===== src/rtl/dac_spi_pkg.sv =====
// Shared types and helpers for the paced SPI DAC transmitter.
package dac_spi_pkg;

    typedef enum logic [2:0] {
        IDLE     = 3'd0,
        SETUP    = 3'd1,
        SHIFT_HI = 3'd2,
        SHIFT_LO = 3'd3,
        HOLD     = 3'd4
    } state_t;

    // Cycles for which busy stays high per frame, including the CS-high hold.
    function automatic int frame_cycles(input int data_w, input int clk_div);
        return (2 * data_w + 1) * clk_div;
    endfunction

endpackage


===== src/rtl/dac_spi_tx_timer.sv =====
// Free-running sample-rate timer: one registered tick per SAMPLE_DIV cycles while enabled.
module dac_sample_timer #(
    parameter int SAMPLE_DIV = 1000
) (
    input  logic clk_clk,
    input  logic reset_reset,
    input  logic enable,
    output logic sample_tick
);

    localparam int TW = (SAMPLE_DIV > 1) ? $clog2(SAMPLE_DIV) : 1;

    logic [TW-1:0] timer_r;
    logic          tick_r;

    // Timer count and tick register; disabling parks the count at zero.
    always_ff @(posedge clk_clk) begin
        if (reset_reset) begin
            timer_r <= '0;
            tick_r  <= 1'b0;
        end else if (!enable) begin
            timer_r <= '0;
            tick_r  <= 1'b0;
        end else if (timer_r == TW'(SAMPLE_DIV - 1)) begin
            timer_r <= '0;
            tick_r  <= 1'b1;
        end else begin
            timer_r <= timer_r + TW'(1);
            tick_r  <= 1'b0;
        end
    end

    assign sample_tick = tick_r;

endmodule


===== src/rtl/dac_spi_tx.sv =====
// Paced SPI (mode 0) transmitter for a 16-bit DAC with overrun counting.
// Optional macro DAC_SPI_TX_OFFSET_BINARY_EN inverts the sample MSB before shifting.
module dac_spi_tx
    import dac_spi_pkg::*;
#(
    parameter int DATA_W     = 16,
    parameter int CLK_DIV    = 2,
    parameter int SAMPLE_DIV = 1000,
    parameter int OVR_W      = 8
) (
    input  logic              clk_clk,
    input  logic              reset_reset,
    input  logic              enable,
    input  logic [DATA_W-1:0] dac_data,
    output logic              dac_sclk,
    output logic              dac_cs_n,
    output logic              dac_mosi,
    output logic              busy,
    output logic              sample_tick,
    output logic [OVR_W-1:0]  overrun_cnt
);

    localparam int BCW = (DATA_W > 1) ? $clog2(DATA_W) : 1;
    localparam int DCW = (CLK_DIV > 1) ? $clog2(CLK_DIV) : 1;

    state_t            state_r, state_s;
    logic [DCW-1:0]    div_r, div_s;
    logic [BCW-1:0]    bit_r, bit_s;
    logic [DATA_W-1:0] shreg_r, shreg_s;
    logic              sclk_r, sclk_s;
    logic              cs_n_r, cs_n_s;
    logic              mosi_r, mosi_s;
    logic              busy_r;
    logic [OVR_W-1:0]  ovr_r, ovr_s;
    logic [DATA_W-1:0] word_s;
    logic              div_done_s;

    dac_sample_timer #(
        .SAMPLE_DIV (SAMPLE_DIV)
    ) u_timer (
        .clk_clk     (clk_clk),
        .reset_reset (reset_reset),
        .enable      (enable),
        .sample_tick (sample_tick)
    );

`ifdef DAC_SPI_TX_OFFSET_BINARY_EN
    assign word_s = {~dac_data[DATA_W-1], dac_data[DATA_W-2:0]};
`else
    assign word_s = dac_data;
`endif

    assign div_done_s = (div_r == DCW'(CLK_DIV - 1));

    // Next-state, shift and pin logic; shreg holds the bits still to be sent, MSB aligned.
    always_comb begin
        state_s = state_r;
        div_s   = div_r;
        bit_s   = bit_r;
        shreg_s = shreg_r;
        sclk_s  = sclk_r;
        cs_n_s  = cs_n_r;
        mosi_s  = mosi_r;
        ovr_s   = ovr_r;

        if (state_r == IDLE || div_done_s) begin
            div_s = '0;
        end else begin
            div_s = div_r + DCW'(1);
        end

        case (state_r)
            IDLE: begin
                if (sample_tick) begin
                    shreg_s = {word_s[DATA_W-2:0], 1'b0};
                    mosi_s  = word_s[DATA_W-1];
                    cs_n_s  = 1'b0;
                    bit_s   = '0;
                    state_s = SETUP;
                end else begin
                    state_s = IDLE;
                end
            end
            SETUP, SHIFT_LO: begin
                if (div_done_s) begin
                    sclk_s  = 1'b1;
                    state_s = SHIFT_HI;
                end else begin
                    state_s = state_r;
                end
            end
            SHIFT_HI: begin
                if (!div_done_s) begin
                    state_s = SHIFT_HI;
                end else if (bit_r == BCW'(DATA_W - 1)) begin
                    sclk_s  = 1'b0;
                    cs_n_s  = 1'b1;
                    mosi_s  = 1'b0;
                    state_s = HOLD;
                end else begin
                    sclk_s  = 1'b0;
                    mosi_s  = shreg_r[DATA_W-1];
                    shreg_s = {shreg_r[DATA_W-2:0], 1'b0};
                    bit_s   = bit_r + BCW'(1);
                    state_s = SHIFT_LO;
                end
            end
            HOLD: begin
                if (div_done_s) begin
                    state_s = IDLE;
                end else begin
                    state_s = HOLD;
                end
            end
            default: begin
                state_s = IDLE;
                sclk_s  = 1'b0;
                cs_n_s  = 1'b1;
                mosi_s  = 1'b0;
            end
        endcase

        // A tick landing in any non-idle cycle (including the last HOLD cycle) is dropped.
        if (sample_tick && state_r != IDLE && ovr_r != {OVR_W{1'b1}}) begin
            ovr_s = ovr_r + OVR_W'(1);
        end else begin
            ovr_s = ovr_r;
        end
    end

    // State and registered pin drivers.
    always_ff @(posedge clk_clk) begin
        if (reset_reset) begin
            state_r <= IDLE;
            div_r   <= '0;
            bit_r   <= '0;
            shreg_r <= '0;
            sclk_r  <= 1'b0;
            cs_n_r  <= 1'b1;
            mosi_r  <= 1'b0;
            busy_r  <= 1'b0;
            ovr_r   <= '0;
        end else begin
            state_r <= state_s;
            div_r   <= div_s;
            bit_r   <= bit_s;
            shreg_r <= shreg_s;
            sclk_r  <= sclk_s;
            cs_n_r  <= cs_n_s;
            mosi_r  <= mosi_s;
            busy_r  <= (state_s != IDLE);
            ovr_r   <= ovr_s;
        end
    end

    assign dac_sclk    = sclk_r;
    assign dac_cs_n    = cs_n_r;
    assign dac_mosi    = mosi_r;
    assign busy        = busy_r;
    assign overrun_cnt = ovr_r;

endmodule


===== config.mk =====
export PLATFORM = sky130hd
export DESIGN_NAME = dac_spi_tx
export DESIGN_NICKNAME = d
export VERILOG_FILES = /design/src/rtl/dac_spi_pkg.sv /design/src/rtl/dac_spi_tx_timer.sv /design/src/rtl/dac_spi_tx.sv
export SDC_FILE = /design/constraint.sdc
export NUM_CORES = 1
export LEC_CHECK = 0
export ABC_AREA = 0
export BUFFER_PORTS_ARGS = -buffer_cell sky130_fd_sc_hd__buf_2
export CAP_MARGIN = 20
export CORE_ASPECT_RATIO = 1.1
export CORE_MARGIN = 8
export CORE_UTILIZATION = 24
export DETAILED_ROUTE_END_ITERATION = 6
export HOLD_SLACK_MARGIN = 0.12
export PLACE_DENSITY = 0.46
export SYNTH_ARGS = -nofsm -noshare
export SYNTH_HDL_FRONTEND = slang
export SYNTH_SLANG_ARGS = --single-unit

===== constraint.sdc =====
create_clock -name clk_clk -period 1.35 [get_ports clk_clk]
set_input_delay 0.27 -clock clk_clk [delete_from_list [all_inputs] [get_ports clk_clk]]
set_output_delay 0.27 -clock clk_clk [all_outputs]
set_load 0.05 [all_outputs]

==> results of run 1 <==
-- sequential cells by signal, indices dropped and copies added, names as in the netlist --
| name | count |
|---|---|
| dac_sclk | 1 |
| busy | 1 |
| overrun_cnt | 8 |
| state_r | 3 |
| div_done_s | 1 |
| u_timer.sample_tick | 1 |
| u_timer.timer_r | 10 |
| shreg_r | 15 |
| bit_r | 4 |
| dac_mosi | 1 |
| dac_cs_n | 1 |
-- synthesized netlist by cell type (3+ instances only) --
cell	instances	share of area (%)
mux2i_1	18	8.2
a211oi_2	14	8.0
a211oi_1	3	1.0
a21oi_1	8	1.8
dfxtp_1	46	42
o21ai_0	5	1.1
clkbuf_1	4	0.68
nand3_1	7	1.6
inv_1	5	0.86
buf_2	3	0.68
a31oi_1	4	1.1
buf_6	5	2.6
ha_1	3	1.7
nor2_1	35	6.0
nor3_1	9	2.1
and3_1	7	2.0
nand2_1	14	2.4
o211ai_1	4	1.4
nand2b_1	3	0.86
xor2_1	7	2.8
-- what timing repair did --
item,CTS,global route
hold buffers,0,0
pin swaps,25,20
resized for setup,24,23
cloned,3,0
buffers inserted,4,1
setup endpoints to repair,26,37
-- report_power, final --
group | total (W) | leakage, nW | internal [W] | switching [W]
clock network | 0.000988 | 0.0567 | 0.000481 | 0.000506
registers | 0.00135 | 0.381 | 0.00135 | 0.00000291
logic | 0.0000934 | 0.680 | 0.0000419 | 0.0000515
-- metal layers --
metal | vias to the layer above | GRT usage [%] | part of all wire (%)
met3 | 8 | 2.870 | 4.1
met4 | 0 | 2.911 | 1.5
met2 | 28 | 17.02 | 49
met5 | - | 0 | 0
met1 | 898 | 10.67 | 45
li1 | 975 | - | -
-- layout make-up --
class | count | area share [%]
inverter | 5 | 0.6098
clock buffer | 6 | 3.049
sequential | 46 | 30.98
clock inverter | 2 | 0.4472
timing repair buffer | 70 | 17.36
tap | 114 | 4.634
multi-input combinational | 170 | 42.93
-- worst reg2reg max path, stage by stage, from the launching register on --
cell and delay (ns):
dfxtp_4 0.39, mux2i_4 0.21, nor3_4 0.23, buf_6 0.15, buf_12 0.13, a2bb2oi_2 0.13
nor2_1 0.04
-- final timing paths --
kind | start | endpoint | slack [ns]
min reg2reg | shreg_r[1]$_SDFFE_PP0P_ | shreg_r[1]$_SDFFE_PP0P_ | 0.49
min | dac_data[0] | shreg_r[1]$_SDFFE_PP0P_ | 0.21
max reg2reg | state_r[1]$_SDFF_PP0_ | bit_r[1]$_SDFFE_PP0P_ | -0.04
max | state_r[1]$_SDFF_PP0_ | bit_r[1]$_SDFFE_PP0P_ | -0.04
-- kinds of logic after synthesis --
logic type,Yosys count,share of synthesized area (%)
and+or+nand+nor,90,20.19
AOI/OAI and AO/OA,50,19.17
DFF,46,41.99
buffers and inverters,18,5.134
muxes,18,8.214
xor gates and xnor gates,9,3.594
adders and majority gates,3,1.712
-- metrics by stage --
step           total power, W  std cells  util, %
6_report             0.002434        413    34.69
5_1_grt              0.002556        413    34.69
4_1_cts              0.002474        413    33.94
3_5_place_dp         0.001477        398    30.40
3_3_place_gp         0.001477        398    30.40
2_1_floorplan        0.001432        234        -
==> metrics.txt, run 1 <==
status finished, violations left; violated checks negative setup slack; via/cell ratio 4.622; clk root buf clkbuf_8; Critical Path RT 1.54 ns; final-report hold violation count 0; ratio of total power to cell area 790.9 nW/um2; Final GP Congestion 0.7750; CP arrival 1.58 ns; vias 1909; Setup TNS -0.1116 ns; Critical Path Start Type flop; first-pass GRT wire length 9687 um; Die Ht 116.3 um; Worst Hold Path Cells 3; I/O pin total 32; final setup vio count 8; Worst Setup End Kind flop; critical path depth 6; Synth Cell Area 2193 um2; clock insertion delay at the later pin of the skew report 0.30 ns; Slew Viols, Final 0; worst hold path class input port to flop; total core area 8874 um2; maxcap violations 0; nets@finish 320; Post-DP HPWL 3936 um; layout cell share with drive strength beyond 1 45.82%; Synth async-reset ratio 0%; Crit path max-delay family flip-flops; clk sinks 46; kind of critical path flop to flop; Slew @ Worst Pin 0.3508 ns; worst path bufs/invs 2; Seq/Total Area, Yosys 41.99%; skew final 0.007580 ns; syn_area_per_cell 9.373 um2; yosys warns 0; worst-case vdd ir drop 0.3513 mV; gr ovfl total 0; #FFs+latches synth 46; CTS buffer count 5; register area 953.4 um2; Finished Cell Area 3078 um2; port bufs 31; hold slack 0.2133 ns; initial DRC count 45; Pre-Repair DR Iteration Count 4; Final WS setup -0.03702 ns; Core Rows 36; syn_nets 256; largest net degree at the start of global routing 23; # diodes 0; RSZ-0062 raised after global routing true; worst-case reg-to-reg path depth 6; placed cell area 2698 um2; Tmin final 1.387 ns; Worst slew margin 76.56%; filler cell count 940; Post-route DRC 0; P&R area growth vs syn 40.33%; most frequent cells in the layout 31 x buf_4, 30 x buf_2, 28 x nor2_1, 28 x dfxtp_1, 17 x mux2i_1; Lkg Pwr 1.118 nW; area of the multi-input gates 1321 um2; Longest Clk Path Bufs 2; CP max-delay cell dfxtp_4; most common cell after layout, fill and taps aside buf_4; clock-pin slew on the worst setup and hold paths 0.10 ns; max incr delay on CP 0.39 ns; Top FF cell, synth dfxtp_1; Die Area 12460 um2; Die W 107.2 um; CP max FO 8; Routed Antenna Nets 0; H-tree Lvls 2; initial antenna violation count 0; wire per inst 13.67 um; Initial Util 24.72%; Mapped Cells 234; drt total wl 5646 um; vias in the first global route 2036; All-Layer GR Usage 9.563%; dpl ws -0.08542 ns; Yosys cell types 44; Period Utilization, post-route 102.7%; critical path, cell by cell mux2i_4 > nor3_4 > buf_6 > buf_12 > a2bb2oi_2 > nor2_1; number of synthesized flops with an enable pin 0; CTS tree done; f_max 721.0 MHz
(Power assumes the default switching activity.)
==> run 2: changes to the inputs <==
--- a/config.mk
+++ b/config.mk
@@ -6,14 +6,14 @@
 export NUM_CORES = 1
 export LEC_CHECK = 0
 export ABC_AREA = 0
-export BUFFER_PORTS_ARGS = -buffer_cell sky130_fd_sc_hd__buf_2
 export CAP_MARGIN = 20
 export CORE_ASPECT_RATIO = 1.1
 export CORE_MARGIN = 8
 export CORE_UTILIZATION = 24
 export DETAILED_ROUTE_END_ITERATION = 6
+export DONT_BUFFER_PORTS = 1
 export HOLD_SLACK_MARGIN = 0.12
-export PLACE_DENSITY = 0.46
+export PLACE_DENSITY = 0.42
 export SYNTH_ARGS = -nofsm -noshare
 export SYNTH_HDL_FRONTEND = slang
 export SYNTH_SLANG_ARGS = --single-unit
==> metrics.txt, run 2 (same netlist as run 1, synthesis figures left out) <==
status finished, violations left; violated checks negative setup slack; kind of critical path flop to flop; largest net degree at the start of global routing 38 (+65%); Final WS setup -0.1165 ns (-0.07947 ns); Final Util 34.29% (-0.39 points); I/O pin total 32 (unchanged); CTS buffer count 5 (unchanged); maxcap violations 0 (unchanged); Lkg Pwr 1.064 nW (-4.8%); placed cell area 2640 um2 (-2.1%); Die Area 12460 um2 (unchanged); Die Ht 116.3 um (unchanged); All-Layer GR Usage 8.795% (-0.77 points); total power 0.002413 W (-0.88%); Most flops, register shreg_r; Post-DP HPWL 3758 um (-4.5%); clk sinks 46 (unchanged); Critical Path RT 1.58 ns (+0.04 ns); clock-pin slew on the worst setup and hold paths 0.09 ns (about the same); CP arrival 1.69 ns (+0.11 ns); final-report hold violation count 0 (unchanged); Worst Setup End Kind flop; CTS tree done; layout cell share with drive strength beyond 1 43.97% (-1.8 points); port bufs 0 (-100%); max reg flops 15 (unchanged); H-tree Lvls 2 (unchanged); Initial Util 24.72% (unchanged); most common cell after layout, fill and taps aside buf_4; Core Rows 36 (unchanged); Pre-Repair DR Iteration Count 4 (unchanged); sequential share of power 55.9% (+0.3 points); worst-case vdd ir drop 0.5354 mV (+52%); most frequent cells in the layout 45 x buf_4, 28 x dfxtp_1, 26 x nor2_1; Comb power frac 1.7% (-2.1 points); Critical Path Start Type flop; flop2flop setup slack -0.12 ns (-0.08 ns); clock insertion delay at the later pin of the skew report 0.30 ns (about the same); initial DRC count 68 (+51%); worst hold path class input port to flop; via/cell ratio 4.631 (+0.20%); Endpoint, Worst Hold shreg_r[9]$_SDFFE_PP0P_; first-pass GRT wire length 8742 um (-9.8%); initial antenna violation count 0 (unchanged); critical path, cell by cell ha_4 > and4_4 > nor3_4 > buf_12 > clkbuf_16 > nor2_4 > a211oi_2; wire per inst 13.80 um (+0.93%); Slew Viols, Final 0 (unchanged); total core area 8874 um2 (unchanged); f_max 681.9 MHz (-5.4%); drt total wl 5464 um (-3.2%); placed instance count 380 (-4.5%); Post-route DRC 0 (unchanged); Worst Hold Path Cells 1 (-2); Routed Antenna Nets 0 (unchanged); Tmin final 1.466 ns (+0.07947 ns); worst-case reg-to-reg path depth 7 (+1); nets@finish 303 (-5.3%); Final GP Congestion 0.7410 (-4.4%); vias 1834 (-3.9%); skew final 0.009004 ns (+0.001424 ns); RSZ-0062 raised after global routing true; clk root buf clkbuf_8; R2R Path Start bit_r[1]$_SDFFE_PP0P_; Crit path max-delay family simple AND/OR/NAND/NOR gates; CP max-delay cell dfxtp_2; gr ovfl total 0 (unchanged); Worst slew margin 64.74% (-12 points); Clk network pwr share 42.5% (+1.9 points); CP max FO 7 (-1); P&R area growth vs syn 38.73%; Finished Layout Cells 396 (-4.1%); vias in the first global route 1811 (-11%); sw frac 20.77% (-2.3 points); hold_sp reset_reset; NetSw 0.0005012 W (-11%); ratio of total power to cell area 793.0 nW/um2 (+0.26%); Die W 107.2 um (unchanged); reg2reg end shreg_r[6]$_SDFFE_PP0P_; Longest Clk Path Bufs 2 (unchanged); worst path bufs/invs 2 (unchanged); cell internal pwr 0.001912 W (+2.0%); max incr delay on CP 0.35 ns (-0.04 ns); Finished Cell Area 3043 um2 (-1.1%); Slew @ Worst Pin 0.5282 ns (+0.1774 ns); Period Utilization, post-route 108.6% (+5.9 points); final setup vio count 21 (+13); # diodes 0 (unchanged)
-- run 2: cell count changes in the layout (fill, tap and decap cells not counted), moves of 3 or more --
cell	delta
nor3_2	+3
nor2_4	+3
buf_2	-30
buf_4	+14
-- run 2: stage by stage --
step	hold slack [ns]	worst slack (ns)	TNS (ns)
2_1_floorplan	0.4060	-0.03217	-0.07058
4_1_cts	0.01857	-0.06154	-1.021
3_3_place_gp	0.3409	-0.02284	-0.3633
6_report	0.02386	-0.1165	-1.433
5_1_grt	0.004374	-0.1661	-2.999
3_5_place_dp	0.3426	-0.1078	-0.8025
-- run 2: layout make-up --
| type | instances | area [um2] |
|---|---|---|
| clock buffers | 5 | 68.82 |
| clock inverters | 3 | 40.04 |
| fillers | 890 | 5831 |
| inverters | 5 | 18.77 |
| multi-input cells | 170 | 1323 |
| flip-flops and latches | 46 | 958.4 |
| well taps | 114 | 142.6 |
| repair buffers | 53 | 491.7 |
-- run 2: worst max path at each step --
| stage | from | to | slack (ns) | depth (start not counted) |
|---|---|---|---|---|
| floorplan | overrun_cnt[1]$_SDFFE_PP0P_ | overrun_cnt[1]$_SDFFE_PP0P_ | -0.03 | 5 |
| global placement | state_r[2]$_SDFF_PP0_ | shreg_r[8]$_SDFFE_PP0P_ | -0.02 | 5 |
| detailed placement | state_r[1]$_SDFF_PP0_ | overrun_cnt[7]$_SDFFE_PP0P_ | -0.11 | 5 |
| CTS | bit_r[1]$_SDFFE_PP0P_ | shreg_r[13]$_SDFFE_PP0P_ | -0.06 | 6 |
| global route | bit_r[1]$_SDFFE_PP0P_ | shreg_r[12]$_SDFFE_PP0P_ | -0.17 | 7 |
| finish | bit_r[1]$_SDFFE_PP0P_ | shreg_r[6]$_SDFFE_PP0P_ | -0.12 | 7 |
-- run 2: worst register-to-register path: stages (launching register included) --
cell and delay, ns:
dfxtp_2 0.35, ha_4 0.17, and4_4 0.18, nor3_4 0.15, buf_12 0.17, clkbuf_16 0.17, nor2_4 0.04, a211oi_2 0.18
-- run 2: timing repair --
action	CTS	global route
setup buffers	4	2
pin swaps	5	14
gates cloned	2	1
gates resized for setup	12	40
endpoints found under the hold margin	33	33
endpoints found under the setup margin	25	39
-- run 2: power by group through the flow --
stage               logic [W]  registers [W]  clock network (W)
floorplan           0.0000449        0.00139                  0
global placement    0.0000392        0.00139                  0
detailed placement  0.0000394        0.00139                  0
CTS                 0.0000410        0.00135            0.00107
global route        0.0000445        0.00135            0.00113
finish              0.0000406        0.00135            0.00102
-- run 2: routing by layer --
metal	vias up	share of wire [%]	wire length (um)	global-route usage, %
met1	858	46	2493	10.67
met5	-	0	0	0
met4	0	0.57	31	2.535
li1	940	-	-	-
met3	2	6.4	347	3.256
met2	34	47	2592	14.18
